--- src/rtl/db_cmd_pkg.sv ---
// Shared definitions for the debug command sequencer: FSM states, ASCII
// constants and small character helpers. The ACK states exist only when
// DB_WRITE_ACK_EN is defined.
package db_cmd_pkg;

    localparam logic [7:0] CH_P  = 8'h70;  // 'p'
    localparam logic [7:0] CH_R  = 8'h72;  // 'r'
    localparam logic [7:0] CH_G  = 8'h67;  // 'g'
    localparam logic [7:0] CH_H  = 8'h68;  // 'h'
    localparam logic [7:0] CH_SP = 8'h20;  // ' '
    localparam logic [7:0] CH_LF = 8'h0A;  // '\n'
    localparam logic [7:0] CH_CR = 8'h0D;  // '\r'
    localparam logic [7:0] CH_Q  = 8'h3F;  // '?'
    localparam logic [7:0] CH_K  = 8'h4B;  // 'K'

    typedef enum logic [3:0] {
        S_IDLE,
        S_SEP1,
        S_ADDR,
        S_DATA,
        S_MEM,
        S_RESP_HI,
        S_RESP_LO,
        S_RESP_NL,
        S_DRAIN,
        S_ERR_Q,
        S_ERR_NL
`ifdef DB_WRITE_ACK_EN
        ,
        S_ACK_K,
        S_ACK_NL
`endif
    } state_t;

    function automatic logic is_hex(input logic [7:0] c);
        return (c >= 8'h30 && c <= 8'h39) ||
               (c >= 8'h41 && c <= 8'h46) ||
               (c >= 8'h61 && c <= 8'h66);
    endfunction

    // Letters 'a'-'f' and 'A'-'F' share a low nibble of 1..6.
    function automatic logic [3:0] hex2nib(input logic [7:0] c);
        if (c <= 8'h39) return c[3:0];
        else            return c[3:0] + 4'd9;
    endfunction

    function automatic logic [7:0] to_lower(input logic [7:0] c);
        if (c >= 8'h41 && c <= 8'h5A) return c | 8'h20;
        else                          return c;
    endfunction

endpackage

--- src/rtl/db_nib2ascii.sv ---
// Combinational nibble to uppercase ASCII hex digit.
module db_nib2ascii (
    input  logic [3:0] nib,
    output logic [7:0] ch
);

    // '0'..'9' for 0..9, 'A'..'F' for 10..15
    always_comb begin
        if (nib < 4'd10) ch = 8'h30 + {4'b0000, nib};
        else             ch = 8'h37 + {4'b0000, nib};
    end

endmodule

--- src/rtl/db_cmd_sequencer.sv ---
// Debug-port command sequencer: parses "p AAAA DD", "r AAAA", "g", "h"
// line commands from the debug UART, drives the RAM load port and returns
// ASCII responses. Optional macro DB_WRITE_ACK_EN adds a "K\n" reply
// after each completed write.
module db_cmd_sequencer
    import db_cmd_pkg::*;
#(
    parameter int ADDR_W   = 16,
    parameter int DATA_W   = 8,
    parameter int MAX_ADIG = ADDR_W / 4
) (
    input  logic              clk,
    input  logic              reset,
    input  logic [7:0]        rx_data,
    input  logic              rx_valid,
    output logic [7:0]        tx_data,
    output logic              tx_valid,
    input  logic              tx_ready,
    output logic              mem_req,
    output logic              mem_we,
    output logic [ADDR_W-1:0] mem_addr,
    output logic [DATA_W-1:0] mem_wdata,
    input  logic              mem_ack,
    input  logic [DATA_W-1:0] mem_rdata,
    output logic              cpu_run,
    output logic              busy,
    output logic              overrun
);

    localparam int CNT_W = $clog2(MAX_ADIG + 1) + 1;

    state_t              state, state_n;
    logic [7:0]          cmd, cmd_n;
    logic [ADDR_W-1:0]   addr, addr_n;
    logic [DATA_W-1:0]   data, data_n;
    logic [CNT_W-1:0]    cnt, cnt_n;
    logic [DATA_W-1:0]   rdata, rdata_n;
    logic                mem_req_n, mem_we_n, cpu_run_n, overrun_n;
    logic [7:0]          hi_ch, lo_ch;
    logic [7:0]          lc;
    logic                hex, parse;
    logic [3:0]          nib;

    db_nib2ascii u_hi (.nib(rdata[7:4]), .ch(hi_ch));
    db_nib2ascii u_lo (.nib(rdata[3:0]), .ch(lo_ch));

    assign mem_addr  = addr;
    assign mem_wdata = data;
    assign lc        = to_lower(rx_data);
    assign hex       = is_hex(rx_data);
    assign nib       = hex2nib(rx_data);
    // '\r' is invisible to the parser
    assign parse     = rx_valid && (rx_data != CH_CR);

    // State and datapath registers; reset clears everything, aborting any
    // memory request or pending transmit
    always_ff @(posedge clk) begin
        if (reset) begin
            state   <= S_IDLE;
            cmd     <= '0;
            addr    <= '0;
            data    <= '0;
            cnt     <= '0;
            rdata   <= '0;
            mem_req <= 1'b0;
            mem_we  <= 1'b0;
            cpu_run <= 1'b0;
            overrun <= 1'b0;
        end else begin
            state   <= state_n;
            cmd     <= cmd_n;
            addr    <= addr_n;
            data    <= data_n;
            cnt     <= cnt_n;
            rdata   <= rdata_n;
            mem_req <= mem_req_n;
            mem_we  <= mem_we_n;
            cpu_run <= cpu_run_n;
            overrun <= overrun_n;
        end
    end

    // Next-state, datapath updates and Moore tx outputs
    always_comb begin
        state_n   = state;
        cmd_n     = cmd;
        addr_n    = addr;
        data_n    = data;
        cnt_n     = cnt;
        rdata_n   = rdata;
        mem_req_n = mem_req;
        mem_we_n  = mem_we;
        cpu_run_n = cpu_run;
        overrun_n = overrun;
        tx_valid  = 1'b0;
        tx_data   = 8'h00;
        busy      = 1'b1;

        unique case (state)
            S_IDLE: begin
                busy = 1'b0;
                if (parse) begin
                    if (lc == CH_P || lc == CH_R || lc == CH_G || lc == CH_H) begin
                        cmd_n   = lc;
                        addr_n  = '0;
                        data_n  = '0;
                        cnt_n   = '0;
                        state_n = S_SEP1;
                    end else if (rx_data != CH_LF) begin
                        state_n = S_DRAIN;
                    end
                end
            end
            S_SEP1: begin
                busy = 1'b0;
                if (parse) begin
                    if (rx_data == CH_SP && (cmd == CH_P || cmd == CH_R))
                        state_n = S_ADDR;
                    else if (rx_data == CH_LF) begin
                        if (cmd == CH_G) begin
                            cpu_run_n = 1'b1;
                            state_n   = S_IDLE;
                        end else if (cmd == CH_H) begin
                            cpu_run_n = 1'b0;
                            state_n   = S_IDLE;
                        end else
                            state_n = S_ERR_Q;
                    end else
                        state_n = S_DRAIN;
                end
            end
            S_ADDR: begin
                busy = 1'b0;
                if (parse) begin
                    if (hex) begin
                        if (cnt == CNT_W'(MAX_ADIG))
                            state_n = S_DRAIN;
                        else begin
                            addr_n = (addr << 4) | ADDR_W'(nib);
                            cnt_n  = cnt + 1'b1;
                        end
                    end else if (rx_data == CH_SP && cnt != '0 && cmd == CH_P) begin
                        cnt_n   = '0;
                        state_n = S_DATA;
                    end else if (rx_data == CH_LF) begin
                        if (cnt != '0 && cmd == CH_R) begin
                            mem_we_n = 1'b0;
                            state_n  = S_MEM;
                        end else
                            state_n = S_ERR_Q;
                    end else
                        state_n = S_DRAIN;
                end
            end
            S_DATA: begin
                busy = 1'b0;
                if (parse) begin
                    if (hex) begin
                        if (cnt == CNT_W'(2))
                            state_n = S_DRAIN;
                        else begin
                            data_n = {data[DATA_W-5:0], nib};
                            cnt_n  = cnt + 1'b1;
                        end
                    end else if (rx_data == CH_LF) begin
                        if (cnt != '0) begin
                            mem_we_n = 1'b1;
                            state_n  = S_MEM;
                        end else
                            state_n = S_ERR_Q;
                    end else
                        state_n = S_DRAIN;
                end
            end
            S_MEM: begin
                // request rises the cycle after entry, drops with the ack
                if (!mem_req)
                    mem_req_n = 1'b1;
                else if (mem_ack) begin
                    mem_req_n = 1'b0;
                    if (mem_we) begin
`ifdef DB_WRITE_ACK_EN
                        state_n = S_ACK_K;
`else
                        state_n = S_IDLE;
`endif
                    end else begin
                        rdata_n = mem_rdata;
                        state_n = S_RESP_HI;
                    end
                end
            end
            S_RESP_HI: begin
                tx_valid = 1'b1;
                tx_data  = hi_ch;
                if (tx_ready) state_n = S_RESP_LO;
            end
            S_RESP_LO: begin
                tx_valid = 1'b1;
                tx_data  = lo_ch;
                if (tx_ready) state_n = S_RESP_NL;
            end
            S_RESP_NL: begin
                tx_valid = 1'b1;
                tx_data  = CH_LF;
                if (tx_ready) state_n = S_IDLE;
            end
            S_DRAIN: begin
                busy = 1'b0;
                if (rx_valid && rx_data == CH_LF) state_n = S_ERR_Q;
            end
            S_ERR_Q: begin
                tx_valid = 1'b1;
                tx_data  = CH_Q;
                if (tx_ready) state_n = S_ERR_NL;
            end
            S_ERR_NL: begin
                tx_valid = 1'b1;
                tx_data  = CH_LF;
                if (tx_ready) state_n = S_IDLE;
            end
`ifdef DB_WRITE_ACK_EN
            S_ACK_K: begin
                tx_valid = 1'b1;
                tx_data  = CH_K;
                if (tx_ready) state_n = S_ACK_NL;
            end
            S_ACK_NL: begin
                tx_valid = 1'b1;
                tx_data  = CH_LF;
                if (tx_ready) state_n = S_IDLE;
            end
`endif
            default: begin
                busy    = 1'b0;
                state_n = S_IDLE;
            end
        endcase

        // bytes arriving while busy are lost; flag it until reset
        if (rx_valid && busy) overrun_n = 1'b1;
    end

endmodule

--- config.mk ---
export PLATFORM = sky130hd
export DESIGN_NAME = db_cmd_sequencer
export DESIGN_NICKNAME = d
export VERILOG_FILES = /design/src/rtl/db_cmd_pkg.sv /design/src/rtl/db_nib2ascii.sv /design/src/rtl/db_cmd_sequencer.sv
export SDC_FILE = /design/constraint.sdc
export NUM_CORES = 1
export LEC_CHECK = 0
export CORE_MARGIN = 2
export CORE_UTILIZATION = 56
export DETAILED_ROUTE_END_ITERATION = 7
export PLACE_DENSITY_LB_ADDON = 0.08
export SLEW_MARGIN = 20
export SYNTH_ARGS = -nofsm -noshare
export SYNTH_HDL_FRONTEND = slang
export SYNTH_SLANG_ARGS = --single-unit
--- constraint.sdc ---
create_clock -name clk -period 5.85 [get_ports clk]
set_input_delay 1.17 -clock clk [delete_from_list [all_inputs] [get_ports clk]]
set_output_delay 1.17 -clock clk [all_outputs]
set_load 0.1 [all_outputs]
==> run metrics <==
Yosys reg bits=52; status=complete, no violations; TritonCTS clock tree=done; routed vias/inst=6.05; 1st-iter DRT viols=220; Max Cap Viol=0; R2R Path Start=state[2]; Final GP Congestion=0.912; layout cells sized above 1=0.0603; LEAKAGE=1.33 nW; Total Wirelength=7770 um; Slowest Stage Delay on Critical Path=1.17 ns; DIE AREA=6110 sq um; GRT Util Overall=0.259; Worst R2R Setup Slack=2.98 ns; Critical Path, Cell by Cell=inv_1, nor2_1, o21ai_0, o21ai_0, clkdlybuf4s50_1; CP Launch Type=flop; buffers and inverters on the worst path=2; vias in the first global route=2752; initial antenna violation count=0; Hold WC Path Type=flop to flop; Logic pwr share=0.425; Yosys warnings=0; final antenna-violating net count=0; Clock Tree Root=clkbuf_8; maximum clock frequency=239 MHz; CP Data Required Time=4.68 ns; Sw Pwr=0.536 mW; largest net degree at the start of global routing=55; CP max FO=19; clock buffer depth=2; worst setup path start=state[1]; worst endpoint data arrival time=3.02 ns; max-slew violations=0; setup_tns=0 ns; Top Ports=59; first-pass GRT wire length=13000 um; sequential area share after synthesis=0.338; Worst path depth=5; PD cells=314 nW/um^2; internal power=0.652 mW; mean post-synth cell area=7.98 sq um; Final Hold Vio Count=0; Tightest Pin Transition=0.973 ns; Hold Buf Count CTS=0; Die Wd=78.2 um; Yosys cell types=62; WL per Instance=15.5 um; Slew HR=0.345; top_reg_cell synth=dfxtp_1; H-Tree Depth=2; Initial Util=0.592; Net Sw Frac=0.451; CP delay by family, top=buffers and inverters; Synth async-reset ratio=0; Post-CTS Setup Inserts=0; critical path type=flop to primary output; CTS buffer count=5; drt first pass iters=4; leading area contributor after synthesis=dfxtp_1; final worst path period share=0.716; Synth Net Count=416; DP HPWL=5550 um; latest clock arrival within the worst-skew pair=0.31 ns; WHS Path Cells=2; Overflow after GRT=0; area delta synth->final=22.9%; clock share of power=0.218; clk sinks=52; core area=5200 sq um; placed cell count=493; share of Yosys cell area claimed by the top area cell type=0.338; count leader, synth=nor2_1; maximum VDD drop=0.000201 V; port buffer count=57; post-CTS sizing=0; Top cell by count, worst path=o21ai_0; CP Capture Type=primary output; worst reg2reg path depth=5; Syn Inst Count=386; Site Rows=26; Post-synth top cells=56 x nor2_1, 52 x dfxtp_1, 31 x nand2_1; reg2reg end=mem_addr[3]; synthesized cell area=3080 sq um; Clock transition at path regs=0.10 ns; Clock Skew=0.00929 ns; Setup WS post-layout=1.66 ns; sequential power share=0.357; Nets=460; RSZ-0062 raised after global routing=no; final hold slack=0.483 ns; diodes inserted=0; routed vias=3032; top post-synthesis cells by area=dfxtp_1 34%, nor2_1 6.8%, mux2i_1 4.6%; Tmin final=4.19 ns; Die Ht=78.2 um; Worst Setup EP=tx_data[3]; slowest CP cell=clkdlybuf4s50_1; HP Start=mem_addr[3]; Finish-stage setup viols=0; Non-Filler Instances=501; EDFF count, synth=0; total power=1.19 mW; Setup WS pre-CTS=1.46 ns; DR DRC count=0
## state kept, by name, indices dropped and copies added, names as in the netlist
register,flops
state,4
rdata,8
mem_addr,16
mem_we,1
cmd,8
overrun,1
cnt,4
mem_req,1
cpu_run,1
mem_wdata,8
## how the worst min path moves through the flow
stage / endpoint / slack, ns
3_3_place_gp: cmd[6] / 0.45
5_1_grt: cmd[7] / 0.51
2_1_floorplan: cmd[5] / 0.44
3_5_place_dp: cmd[7] / 0.46
6_report: mem_addr[3] / 0.48
4_1_cts: mem_addr[3] / 0.49
## power groups by stage
| stage | sequential, mW | combinational [mW] | clock (mW) |
|---|---|---|---|
| 3_3_place_gp | 0.429 | 0.491 | 0 |
| 6_report | 0.424 | 0.504 | 0.259 |
| 3_5_place_dp | 0.431 | 0.497 | 0 |
| 2_1_floorplan | 0.425 | 0.379 | 0 |
| 5_1_grt | 0.429 | 0.542 | 0.275 |
| 4_1_cts | 0.423 | 0.498 | 0.263 |
## worst register-to-register path, stage by stage (launching register included)
cell and delay (ns):
dfxtp_1 0.47, nor2_1 0.49, o2111ai_1 0.47, a221o_1 0.70, or3b_2 0.53, a21oi_1 0.14
## per-stage QoR
stage                util  area [sq um]
floorplan               -          3080
global placement    0.705          3670
detailed placement  0.705          3670
CTS                 0.727          3780
global route        0.727          3780
finish              0.727          3780
## metal layers
metal	wire, um	global-route usage	part of all wire
met4	65	0.0737	0.0084
met1	3560	0.346	0.46
met2	3750	0.441	0.48
met5	0	0	0
met3	392	0.0333	0.050
## area by class of cell
| class | count | area (sq um) |
|---|---|---|
| multi-input combinational | 297 | 1900 |
| fill | 444 | 1420 |
| clock inverter | 3 | 46.3 |
| sequential | 52 | 1040 |
| inverter | 14 | 52.6 |
| tap | 70 | 87.6 |
| clock buffer | 5 | 68.8 |
| timing repair buffer | 60 | 588 |
## cells in the final DEF (no fill, tap or decap), types with 4 or more instances in the layout
master / instances
nor2_1: 56
clkdlybuf4s50_1: 56
dfxtp_1: 52
nand2_1: 31
a21oi_1: 23
o21ai_0: 21
a22oi_1: 16
inv_1: 14
mux2i_1: 14
nand2b_1: 13
ha_1: 9
o22ai_1: 7
or4_1: 7
nor2b_1: 6
a211oi_1: 6
nand3_1: 5
nor4b_1: 5
clkbuf_8: 5
xnor2_1: 4
a31oi_1: 4
nor4_1: 4
o31ai_1: 4
or3b_2: 4
## cells by family (layout without fill, tap and decap cells)
family          Yosys count  in the layout  synth area share
simple gates            156            156             0.270
xor+xnor                  5              5            0.0142
fa+ha+maj                 9              9            0.0366
other cells               1              1           0.00122
buf+inv                  37             82            0.0467
compound gates          111            111             0.244
mux                      15             15            0.0492
flops                    52             52             0.338
Power figures use the tool's default switching activity.
